`src/rtl/uart_wb_bridge_pkg.sv`:
```
// Shared command codes and FSM state type for the UART-to-Wishbone bridge.
package uart_wb_bridge_pkg;

    localparam logic [7:0] CMD_WRITE = 8'h01;
    localparam logic [7:0] CMD_READ  = 8'h02;

    typedef enum logic [2:0] {
        StIdle,
        StLen,
        StAddr,
        StWdata,
        StWbWr,
        StWbRd,
        StTx
    } state_e;

    // Byte-consuming states; everywhere else the host stream is back-pressured.
    function automatic logic accepts_bytes(input state_e s);
        return s inside {StIdle, StLen, StAddr, StWdata};
    endfunction

endpackage

```
`src/rtl/uart_wb_bridge.sv`:
```
// Host byte-stream to 32-bit Wishbone master: CMD, LEN, ADDR (BE), then write words or read replies.
// Optional mid-frame idle timeout when UART_WB_BRIDGE_TIMEOUT_EN is defined.
module uart_wb_bridge
    import uart_wb_bridge_pkg::*;
#(
    parameter int unsigned ADDR_WIDTH     = 30,
    parameter int unsigned TIMEOUT_CYCLES = 1000000
) (
    input  logic                  clk,
    input  logic                  rst,
    input  logic [7:0]            rx_data,
    input  logic                  rx_valid,
    output logic                  rx_ready,
    output logic [7:0]            tx_data,
    output logic                  tx_valid,
    input  logic                  tx_ready,
    output logic                  wb_cyc,
    output logic                  wb_stb,
    output logic                  wb_we,
    output logic [ADDR_WIDTH-1:0] wb_adr,
    output logic [3:0]            wb_sel,
    output logic [31:0]           wb_dat_w,
    input  logic [31:0]           wb_dat_r,
    input  logic                  wb_ack
);

    state_e                state_q, state_d;
    logic                  is_read_q, is_read_d;
    logic [1:0]            byte_cnt_q, byte_cnt_d;
    logic [7:0]            words_q, words_d;
    logic [31:0]           shift_q, shift_d;
    logic [ADDR_WIDTH-1:0] adr_q, adr_d;
    logic                  rx_ready_q;
    logic                  rx_fire;

`ifdef UART_WB_BRIDGE_TIMEOUT_EN
    localparam int unsigned TmoW = $clog2(TIMEOUT_CYCLES + 1);
    logic [TmoW-1:0] tmo_q, tmo_d;
`endif

    assign rx_fire = rx_valid && rx_ready;

    always_comb begin
        state_d    = state_q;
        is_read_d  = is_read_q;
        byte_cnt_d = byte_cnt_q;
        words_d    = words_q;
        shift_d    = shift_q;
        adr_d      = adr_q;
        unique case (state_q)
            StIdle: begin
                if (rx_fire && (rx_data == CMD_WRITE || rx_data == CMD_READ)) begin
                    is_read_d = (rx_data == CMD_READ);
                    state_d   = StLen;
                end
            end
            StLen: begin
                if (rx_fire) begin
                    words_d    = rx_data;
                    byte_cnt_d = 2'd0;
                    state_d    = StAddr;
                end
            end
            StAddr: begin
                if (rx_fire) begin
                    shift_d    = {shift_q[23:0], rx_data};
                    byte_cnt_d = byte_cnt_q + 2'd1;
                    if (byte_cnt_q == 2'd3) begin
                        adr_d = ADDR_WIDTH'({shift_q[23:0], rx_data});
                        if (words_q == 8'd0) begin
                            state_d = StIdle;
                        end else if (is_read_q) begin
                            state_d = StWbRd;
                        end else begin
                            state_d = StWdata;
                        end
                    end
                end
            end
            StWdata: begin
                if (rx_fire) begin
                    shift_d    = {shift_q[23:0], rx_data};
                    byte_cnt_d = byte_cnt_q + 2'd1;
                    if (byte_cnt_q == 2'd3) begin
                        state_d = StWbWr;
                    end
                end
            end
            StWbWr: begin
                if (wb_ack) begin
                    words_d = words_q - 8'd1;
                    adr_d   = adr_q + ADDR_WIDTH'(1);
                    state_d = (words_q == 8'd1) ? StIdle : StWdata;
                end
            end
            StWbRd: begin
                if (wb_ack) begin
                    shift_d    = wb_dat_r;
                    words_d    = words_q - 8'd1;
                    adr_d      = adr_q + ADDR_WIDTH'(1);
                    byte_cnt_d = 2'd0;
                    state_d    = StTx;
                end
            end
            StTx: begin
                if (tx_ready) begin
                    shift_d    = {shift_q[23:0], 8'h00};
                    byte_cnt_d = byte_cnt_q + 2'd1;
                    if (byte_cnt_q == 2'd3) begin
                        state_d = (words_q == 8'd0) ? StIdle : StWbRd;
                    end
                end
            end
            default: state_d = StIdle;
        endcase

`ifdef UART_WB_BRIDGE_TIMEOUT_EN
        // Idle-byte counter only runs while a frame header/payload is being received.
        tmo_d = '0;
        if (state_q inside {StLen, StAddr, StWdata} && !rx_fire) begin
            if (tmo_q == TmoW'(TIMEOUT_CYCLES - 1)) begin
                state_d = StIdle;
            end else begin
                tmo_d = tmo_q + TmoW'(1);
            end
        end
`endif
    end

    always_ff @(posedge clk) begin
        if (rst) begin
            state_q    <= StIdle;
            is_read_q  <= 1'b0;
            byte_cnt_q <= 2'd0;
            words_q    <= 8'd0;
            shift_q    <= 32'd0;
            adr_q      <= '0;
            rx_ready_q <= 1'b0;
        end else begin
            state_q    <= state_d;
            is_read_q  <= is_read_d;
            byte_cnt_q <= byte_cnt_d;
            words_q    <= words_d;
            shift_q    <= shift_d;
            adr_q      <= adr_d;
            // Registered so rx_ready stays low through reset and rises one cycle after.
            rx_ready_q <= accepts_bytes(state_d);
        end
    end

`ifdef UART_WB_BRIDGE_TIMEOUT_EN
    always_ff @(posedge clk) begin
        if (rst) begin
            tmo_q <= '0;
        end else begin
            tmo_q <= tmo_d;
        end
    end
`endif

    assign rx_ready = rx_ready_q;
    assign wb_cyc   = (state_q == StWbWr) || (state_q == StWbRd);
    assign wb_stb   = wb_cyc;
    assign wb_we    = (state_q == StWbWr);
    assign wb_adr   = adr_q;
    assign wb_sel   = wb_cyc ? 4'hF : 4'h0;
    assign wb_dat_w = shift_q;
    assign tx_valid = (state_q == StTx);
    assign tx_data  = shift_q[31:24];

endmodule

```
`config.mk`:
```
export PLATFORM = sky130hd
export DESIGN_NAME = uart_wb_bridge
export DESIGN_NICKNAME = d
export VERILOG_FILES = /design/src/rtl/uart_wb_bridge_pkg.sv /design/src/rtl/uart_wb_bridge.sv
export SDC_FILE = /design/constraint.sdc
export NUM_CORES = 1
export LEC_CHECK = 0
export ABC_AREA = 0
export ABC_CLOCK_PERIOD_IN_PS = 7030
export CORE_MARGIN = 5
export CORE_UTILIZATION = 30
export CTS_CLUSTER_DIAMETER = 120
export DETAILED_ROUTE_END_ITERATION = 8
export GPL_ROUTABILITY_DRIVEN = 0
export HOLD_SLACK_MARGIN = 0.02
export SETUP_SLACK_MARGIN = 0.02
export SYNTH_ARGS = -nofsm -noshare
export SYNTH_HDL_FRONTEND = slang
export SYNTH_SLANG_ARGS = --single-unit
```
`constraint.sdc`:
```
create_clock -name clk -period 7.03 [get_ports clk]
set_clock_uncertainty 0.2 [all_clocks]
set_input_delay 0.703 -clock clk [delete_from_list [all_inputs] [get_ports clk]]
set_output_delay 0.703 -clock clk [all_outputs]
set_load 0.02 [all_outputs]
```
==> results.py, run 1 <==
metrics = {
    "synthesis": {
        "synth-seq-cells": 77,
        "syn_area_per_cell_um2": 7.479,
        "netlist.area_leader.share": 0.3597,
        "synth.distinct_cells": 57,
        "synth_edf_count": 0,
        "synth_top_cell_by_area": "dfxtp_1",
        "synth-simple-area-share": 0.2753,
        "synthesis.nets": 623,
        "synth_xor_area_frac": 0.002044,
        "syn_area_mm2": 0.004285,
        "synth.area.mux_share": 0.01460,
        "yosysWarnings": 0,
        "synth_top_family_by_area": "simple AND/OR/NAND/NOR gates",
        "synth_compound_area_frac": 0.2616,
        "ys.flop_type": "dfxtp_1",
        "synthAdderAreaFrac": 0.01460,
        "netlist_instances": 573,
        "synth.area.top_cells": "dfxtp_1 36%, nand2_1 7.7%, a311oi_1 5.9%, nor2_1 5.7%, a21oi_1 4.0%",
        "seq_area_frac_synth": 0.3597,
        "synthArstFlopShare": 0,
    },
    "global_routing": {
        "antenna_found_initial": 0,
        "first_global_vias": 4377,
        "grt_use_total": 0.1748,
        "grt_pass1_wl_um": 23620,
        "grt_max_degree": 77,
        "grt-ovfl-total": 0,
    },
    "clocking": {
        "cts_resized": 0,
        "clk-insertion-delay-late_ns": 0.34,
        "cts_hold_buffers": 0,
        "htreeDepth": 3,
        "root_buffer": "clkbuf_16",
        "cts_tree": "yes",
        "cts_buffers": 9,
        "cts.clk_slew.worst_paths_ns": 0.06,
        "post_cts.repair.setup_buffers": 0,
        "cts.path.max_buffers": 2,
        "cts_sinks": 77,
    },
    "run": {
        "maxCapViolations": 0,
    },
    "worst_setup_path": {
        "end_kind": "output port",
        "crit_slowest_cell": "dfxtp_1",
        "critPathMaxStageDelay_ns": 0.72,
        "crit_arrival_ns": 2.44,
        "cp-start-kind": "flip-flop",
        "crit_chain": "nand2b_1 -> buf_4 -> nor2_1 -> clkdlybuf4s50_1",
        "cp.required_ns": 6.13,
        "path_class": "flip-flop to output port",
        "critPathMaxFanout": 51,
    },
    "sta": {
        "slew-limit-headroom": 0.3543,
        "setup_viol": 0,
        "tightestPinTransition_ns": 0.9686,
        "final_hold_viol_count": 0,
        "rsz0062_at_grt": "false",
        "min_period_ns": 3.346,
        "fin_crit_sh": 0.4760,
        "drv_slew": 0,
        "tns_ns": 0,
        "max_freq_ghz": 0.2988,
    },
    "die": {
        "coreArea_mm2": 0.01393,
        "start_util": 0.3075,
        "rows": 43,
        "die_y_um": 129.5,
        "die_w_um": 129.5,
        "io_pins": 124,
        "die_area_mm2": 0.01677,
    },
    "placement": {
        "hpwl_um": 10790,
        "portBuffers": 123,
    },
    "route": {
        "post-route-drc-count": 0,
        "ant_nets": 0,
        "via_per_inst": 5.638,
        "num_vias": 4730,
        "drt-pass1-iter-count": 5,
        "drt-total-wl_um": 15030,
        "post_drt_wl_per_cell_um": 17.92,
        "dr.first_iter.drc_count": 498,
    },
    "layout": {
        "nNetsFinal": 706,
        "nFillCells": 1406,
        "finish.utilization": 0.4201,
        "drive_above_1_share": 0.04856,
        "n_antenna_cell": 0,
        "synthToLayoutAreaGrowth_pct": 36.61,
    },
    "outcome": {
        "status": "completed",
    },
    "power_and_ir_drop": {
        "power.density_mw_per_mm2": 168.2,
        "irDropWorstVdd_uv": 100.0,
        "leakage_nw": 1.769,
    },
    "hold_path": {
        "hp-class": "flip-flop to flip-flop",
    },
}
path summary, 6_finish.rpt:
path	startpoint	cells past startpoint	slack, ns	to
setup / recovery	state_q[1]	4	3.68	wb_we
hold / removal	wb_dat_w[31]	2	0.32	wb_dat_w[31]
setup reg to reg	state_q[1]	6	4.06	wb_dat_w[16]
hold reg to reg	wb_dat_w[31]	2	0.32	wb_dat_w[31]
cell families (layout without fill, tap and decap cells):
| group | Yosys count | after routing |
|---|---|---|
| multiplexers | 6 | 6 |
| flip-flops | 77 | 77 |
| adder cells (fa/ha/maj) | 5 | 5 |
| XOR/XNOR | 1 | 1 |
| buffers and inverters | 69 | 155 |
| AO/OA/AOI/OAI | 166 | 166 |
| AND/OR/NAND/NOR | 249 | 249 |
area by class of cell:
| type | count | area, um2 | area share |
|---|---|---|---|
| flip-flops and latches | 77 | 1541 | 0.2633 |
| clock inverters | 4 | 73.82 | 0.01261 |
| repair buffers | 130 | 1279 | 0.2184 |
| multi-input cells | 427 | 2455 | 0.4193 |
| inverters | 11 | 41.29 | 0.007053 |
| well taps | 180 | 225.2 | 0.03847 |
| clock buffers | 10 | 239.0 | 0.04082 |
per-layer routing:
layer  share of wire  global-route usage
met1            0.47              0.2508
met2            0.44              0.2701
met3           0.083             0.03957
met4          0.0077             0.03606
met5               0                   0
worst max-delay path: cells and delay by family, from the launching register on:
kind	cells	cell delay, ns
simple gates	2	0.35
buf+inv	2	1.02
flops	1	0.72
metrics by stage:
stage          instance area (um2)  hold slack, ns  setup WS, ns  instances  power (W)
2_1_floorplan                 4285          0.2646         4.340        573  0.0004617
3_3_place_gp                  5542          0.2791         3.964        825  0.0004966
4_1_cts                       5854          0.3084         3.688        839  0.0009929
6_report                      5854          0.3233         3.684        839  0.0009848
5_1_grt                       5854          0.3450         3.546        839   0.001012
3_5_place_dp                  5542          0.2919         3.953        825  0.0004963
layout by cell type, fill, tap and decap left out, types with 3 or more instances in the layout:
cell type / instances
a311oi_1: 29
nand3_1: 14
inv_1: 11
o32ai_1: 3
o31ai_1: 11
and3_1: 7
dfxtp_1: 77
a31oi_1: 7
nor3b_1: 3
and3b_1: 3
a21oi_1: 34
and2_1: 5
nand2b_1: 3
nor3_1: 15
clkbuf_16: 9
nand4_1: 7
nand2_1: 88
nor4_1: 19
o21ai_0: 33
buf_4: 7
a211oi_1: 16
nor2_1: 64
mux2i_1: 4
or4_1: 6
a22oi_1: 13
ha_1: 5
clkdlybuf4s50_1: 122
sequential cells by signal (all words and copies together) (netlist names):
signal and count:
byte_cnt_q 2, is_read_q 1, rx_ready 1, state_q 3
wb_adr 30, wb_dat_w 32, words_q 8
synth_stat cells, drive strengths merged, types with 4 or more instances:
cell	number
a211oi	16
a21oi	34
a22oi	13
a311oi	29
a31oi	7
and2	6
and3	7
buf	17
clkbuf	41
dfxtp	77
ha	5
inv	11
mux2i	4
nand2	88
nand3	15
nand4	7
nor2	65
nor3	15
nor4	19
o21ai	34
o31ai	12
or4	7
report_power, final:
group | switching, W | internal [W]
Combinational | 0.0000229 | 0.0000273
Sequential | 0.000000636 | 0.000437
Clock | 0.000181 | 0.000317
Power figures use the tool's default switching activity.
==> run 2, diff against run 1 <==
- ABC_CLOCK_PERIOD_IN_PS: 7030 -> 2700
- clock period: 7.03 -> 2.7 ns (I/O delays scaled with it)
==> results.py, run 2 (synthesized netlist as in run 1, its figures left out) <==
metrics = {
    "sta": {
        "slew-limit-headroom": 0.4469,
        "drv_slew": 0,
        "rsz0062_at_grt": "false",
        "setup_viol": 0,
        "fin_crit_sh": 0.9501,
        "min_period_ns": 2.565,
        "max_freq_ghz": 0.3898,
        "tightestPinTransition_ns": 0.8296,
        "timing.hold.ws_ns": 0.3078,
        "tns_ns": 0,
        "final_hold_viol_count": 0,
    },
    "clocking": {
        "cts.clk_slew.worst_paths_ns": 0.06,
        "root_buffer": "clkbuf_16",
        "htreeDepth": 3,
        "cts_tree": "yes",
        "cts_buffers": 9,
        "cts.path.max_buffers": 2,
        "cts_sinks": 77,
        "clk-insertion-delay-late_ns": 0.34,
    },
    "power_and_ir_drop": {
        "p_seq_frac": 0.440,
        "switching_share": 0.2187,
        "power_w": 0.002585,
        "irDropWorstVdd_uv": 283.5,
        "clkPwrFrac": 0.509,
        "leakage_nw": 1.884,
        "combPwrFrac": 0.051,
        "power.density_mw_per_mm2": 426.8,
        "internal_power_w": 0.002020,
        "p_switching_w": 0.0005652,
    },
    "route": {
        "num_vias": 4857,
        "post_drt_wl_per_cell_um": 18.08,
        "via_per_inst": 5.635,
        "dr.first_iter.drc_count": 396,
        "post-route-drc-count": 0,
        "ant_nets": 0,
        "drt-pass1-iter-count": 5,
        "drt-total-wl_um": 15580,
    },
    "die": {
        "io_pins": 124,
        "die_area_mm2": 0.01677,
        "start_util": 0.3075,
        "coreArea_mm2": 0.01393,
        "die_w_um": 129.5,
        "rows": 43,
        "die_y_um": 129.5,
    },
    "global_routing": {
        "first_global_vias": 4437,
        "grtUsageMet3": 0.04575,
        "use_met1": 0.2359,
        "antenna_found_initial": 0,
        "met2_usage": 0.2878,
        "grt_pass1_wl_um": 23720,
        "busiest_layer": "met2",
        "grt-ovfl-total": 0,
        "grt_use_total": 0.1786,
        "grt_max_degree": 49,
    },
    "worst_setup_path": {
        "critPathMaxFanout": 14,
        "critPathMaxStageDelay_ns": 0.63,
        "path_class": "flip-flop to output port",
        "crit_arrival_ns": 2.10,
        "cp.required_ns": 2.23,
        "reg2reg_from": "wb_adr[1]",
        "cp_top_family": "buffers and inverters",
        "critPathCapture": "tx_valid",
        "rr_worst_depth": 5,
        "rrSetupSlack_ns": 0.19,
        "crit_cells": 3,
        "r2r-end": "wb_adr[29]",
        "crit_chain": "inv_1 -> and3_1 -> clkdlybuf4s50_1",
        "startpoint": "state_q[0]",
        "cp_num_buf_inv": 2,
        "crit_slowest_cell": "dfxtp_1",
        "end_kind": "output port",
        "cp-start-kind": "flip-flop",
    },
    "layout": {
        "nNetsFinal": 727,
        "final_cell_count_no_fill": 862,
        "largest_reg_flops": 32,
        "n_antenna_cell": 0,
        "finish.utilization": 0.4346,
        "layout_common_cells": "122 x clkdlybuf4s50_1, 88 x nand2_1, 75 x dfxtp_1",
        "drive_above_1_share": 0.08211,
        "synthToLayoutAreaGrowth_pct": 41.31,
        "layout_commonest_cell": "clkdlybuf4s50_1",
    },
    "hold_path": {
        "hp-class": "input pin to flip-flop",
        "hold_depth": 3,
    },
    "placement": {
        "dpl.cell_count": 846,
        "hpwl_um": 11460,
        "portBuffers": 123,
    },
    "run": {
        "maxCapViolations": 0,
    },
    "outcome": {
        "status": "completed",
    },
}
-- run 2: worst min path at each step --
stage                          to          start  slack (ns)
finish               wb_dat_w[25]   wb_dat_r[25]        0.31
global route         wb_dat_w[31]   wb_dat_r[31]        0.31
CTS                  wb_dat_w[18]   wb_dat_r[18]        0.30
detailed placement     words_q[7]     words_q[7]        0.30
global placement    byte_cnt_q[1]  byte_cnt_q[1]        0.28
floorplan               wb_adr[7]     rx_data[7]        0.22
-- run 2: cell type report --
class | count | area (um2)
Timing Repair Buffer | 151 | 1474
Tap cell | 180 | 225.2
Sequential cell | 77 | 1544
Fill cell | 1365 | 7879
Clock buffer | 10 | 229.0
Multi-Input combinational cell | 427 | 2455
Clock inverter | 6 | 87.58
Inverter | 11 | 41.29
-- run 2: power by group through the flow --
stage           logic, W  clock network [W]  registers [W]
2_1_floorplan  0.0000378                  0        0.00116
3_3_place_gp    0.000129                  0        0.00116
3_5_place_dp    0.000130                  0        0.00116
4_1_cts         0.000131            0.00134        0.00114
5_1_grt         0.000140            0.00138        0.00114
6_report        0.000131            0.00132        0.00114
-- run 2: worst reg2reg max path, cell delays in order, from the launching register on --
cell and delay (ns):
dfxtp_1 0.34, nand4_1 0.15, or4_1 0.59, or4_4 0.58, or4_1 0.41, a31oi_1 0.16
-- run 2: what timing repair did --
| item | in CTS | in global routing |
|---|---|---|
| hold endpoints to repair | 0 | 0 |
| buffers inserted | 0 | 0 |
| hold buffers | 0 | 0 |
| setup endpoints to repair | 0 | 1 |
| gates resized for setup | 0 | 1 |
-- run 2: per-layer routing --
metal  share of wire  up-vias
met3           0.093       18
li1                -     2311
met2            0.45      234
met4           0.016        0
met5               0        -
met1            0.44     2294
-- run 2: metrics by stage --
step	cell area, um2	setup slack [ns]
final	6056	0.1347
after detailed placement	5738	0.2039
after global placement	5738	0.2676
after floorplan	4287	0.03087
after CTS	6055	0.08677
after global routing	6056	0.05053
==> run 3, diff against run 2 <==
- ABC_CLOCK_PERIOD_IN_PS: 2700 -> 3290
- clock period: 2.7 -> 3.29 ns (I/O delays scaled with it)
==> results.py, run 3 (synthesized netlist as in run 1, its figures left out) <==
metrics = {
    "outcome": {
        "status": "completed",
    },
    "clocking": {
        "root_buffer": "clkbuf_16",
        "cts_tree": "yes",
        "cts_hold_buffers": 0,
        "cts_resized": 0,
        "cts_sinks": 77,
        "post_cts.repair.setup_buffers": 0,
        "cts.path.max_buffers": 2,
        "htreeDepth": 3,
        "cts_buffers": 9,
        "cts.clk_slew.worst_paths_ns": 0.07,
        "clk-insertion-delay-late_ns": 0.34,
    },
    "sta": {
        "fin_crit_sh": 0.8653,
        "tns_ns": 0,
        "drv_slew": 0,
        "tightestPinTransition_ns": 0.8192,
        "timing.hold.ws_ns": 0.2895,
        "setup_viol": 0,
        "min_period_ns": 2.847,
        "rsz0062_at_grt": "false",
        "slew-limit-headroom": 0.4525,
        "max_freq_ghz": 0.3513,
        "final_hold_viol_count": 0,
    },
    "route": {
        "post-route-drc-count": 0,
        "ant_nets": 0,
        "dr.first_iter.drc_count": 395,
        "drt-pass1-iter-count": 5,
        "post_drt_wl_per_cell_um": 18.33,
        "drt-total-wl_um": 15540,
        "via_per_inst": 5.666,
        "num_vias": 4805,
    },
    "placement": {
        "portBuffers": 123,
        "hpwl_um": 11350,
        "dpl.cell_count": 832,
    },
    "layout": {
        "n_antenna_cell": 0,
        "largest_reg_flops": 32,
        "drive_above_1_share": 0.06138,
        "final_cell_count_no_fill": 848,
        "seqCellArea_mm2": 0.001541,
        "multi_input_area_mm2": 0.002455,
        "synthToLayoutAreaGrowth_pct": 39.27,
        "nNetsFinal": 713,
        "nFillCells": 1420,
        "layout_commonest_cell": "clkdlybuf4s50_1",
        "layout_common_cells": "122 x clkdlybuf4s50_1, 88 x nand2_1, 77 x dfxtp_1",
        "finish.utilization": 0.4283,
    },
    "global_routing": {
        "first_global_vias": 4499,
        "use_met1": 0.2489,
        "grt-ovfl-total": 0,
        "busiest_layer": "met2",
        "grtUsageMet3": 0.04946,
        "grt_use_total": 0.1831,
        "grt_max_degree": 65,
        "grt_pass1_wl_um": 24500,
        "met2_usage": 0.2881,
        "antenna_found_initial": 0,
    },
    "worst_setup_path": {
        "end_kind": "output port",
        "cp_top_family": "buffers and inverters",
        "crit_arrival_ns": 2.32,
        "path_class": "flip-flop to output port",
        "cp.required_ns": 2.76,
        "crit_slowest_cell": "dfxtp_1",
        "crit_chain": "nand2b_1 -> buf_4 -> nor2_1 -> clkdlybuf4s50_1",
        "critPathMaxStageDelay_ns": 0.66,
        "critPathMaxFanout": 51,
        "cp-start-kind": "flip-flop",
        "cp_num_buf_inv": 2,
    },
    "die": {
        "die_y_um": 129.5,
        "rows": 43,
        "coreArea_mm2": 0.01393,
        "io_pins": 124,
        "die_area_mm2": 0.01677,
        "die_w_um": 129.5,
        "start_util": 0.3075,
    },
    "power_and_ir_drop": {
        "irDropWorstVdd_uv": 182.1,
        "leakage_nw": 1.824,
        "power.density_mw_per_mm2": 370.2,
    },
    "run": {
        "maxCapViolations": 0,
    },
    "hold_path": {
        "hp-class": "input pin to flip-flop",
    },
}
-- run 3: cell types whose count changed in the layout (fill, tap and decap cells not counted) --
cell / previous run / this run
buf_12: 3 / 2
clkinv_2: 2 / 0
clkbuf_1: 1 / 0
dfxtp_2: 2 / 0
clkinvlp_4: 0 / 1
buf_4: 25 / 12
bufinv_16: 2 / 3
dfxtp_1: 75 / 77
clkinv_4: 2 / 3
-- run 3: layer usage --
metal,wire (um),vias up
met2,6960,208
met1,6979,2281
li1,-,2299
met4,177,0
met5,0,-
met3,1426,17
-- run 3: final cells by class --
type	instances	area share
Inverter	11	0.006918
Multi-Input combinational cell	427	0.4113
Timing Repair Buffer	137	0.2273
Tap cell	180	0.03774
Sequential cell	77	0.2583
Clock inverter	7	0.02075
Clock buffer	9	0.03774
-- run 3: worst paths after layout --
check                                   from            to  slack (ns)  cells past startpoint
worst max-delay path              state_q[2]         wb_we        0.44                      4
worst min register to register  wb_dat_w[23]  wb_dat_w[31]        0.31                      2
worst max register to register     wb_adr[0]    wb_adr[28]        0.59                      6
worst min-delay path                     rst    wb_adr[29]        0.29                      2
-- run 3: report_power, final --
part / switching (W) / internal, W / leakage (nW) / total, W
combinational: 0.0000485 / 0.0000606 / 1.04 / 0.000109
sequential: 0.00000119 / 0.000933 / 0.620 / 0.000934
clock: 0.000421 / 0.000745 / 0.166 / 0.00117
total: 0.000471 / 0.00174 / 1.82 / 0.00221
-- run 3: metrics by stage --
stage	total power (W)	setup slack (ns)	cell area (um2)
floorplan	0.0009866	0.6091	4285
global placement	0.001063	0.7135	5619
detailed placement	0.001063	0.6514	5619
CTS	0.002230	0.4209	5968
global route	0.002280	0.2545	5968
finish	0.002209	0.4432	5968
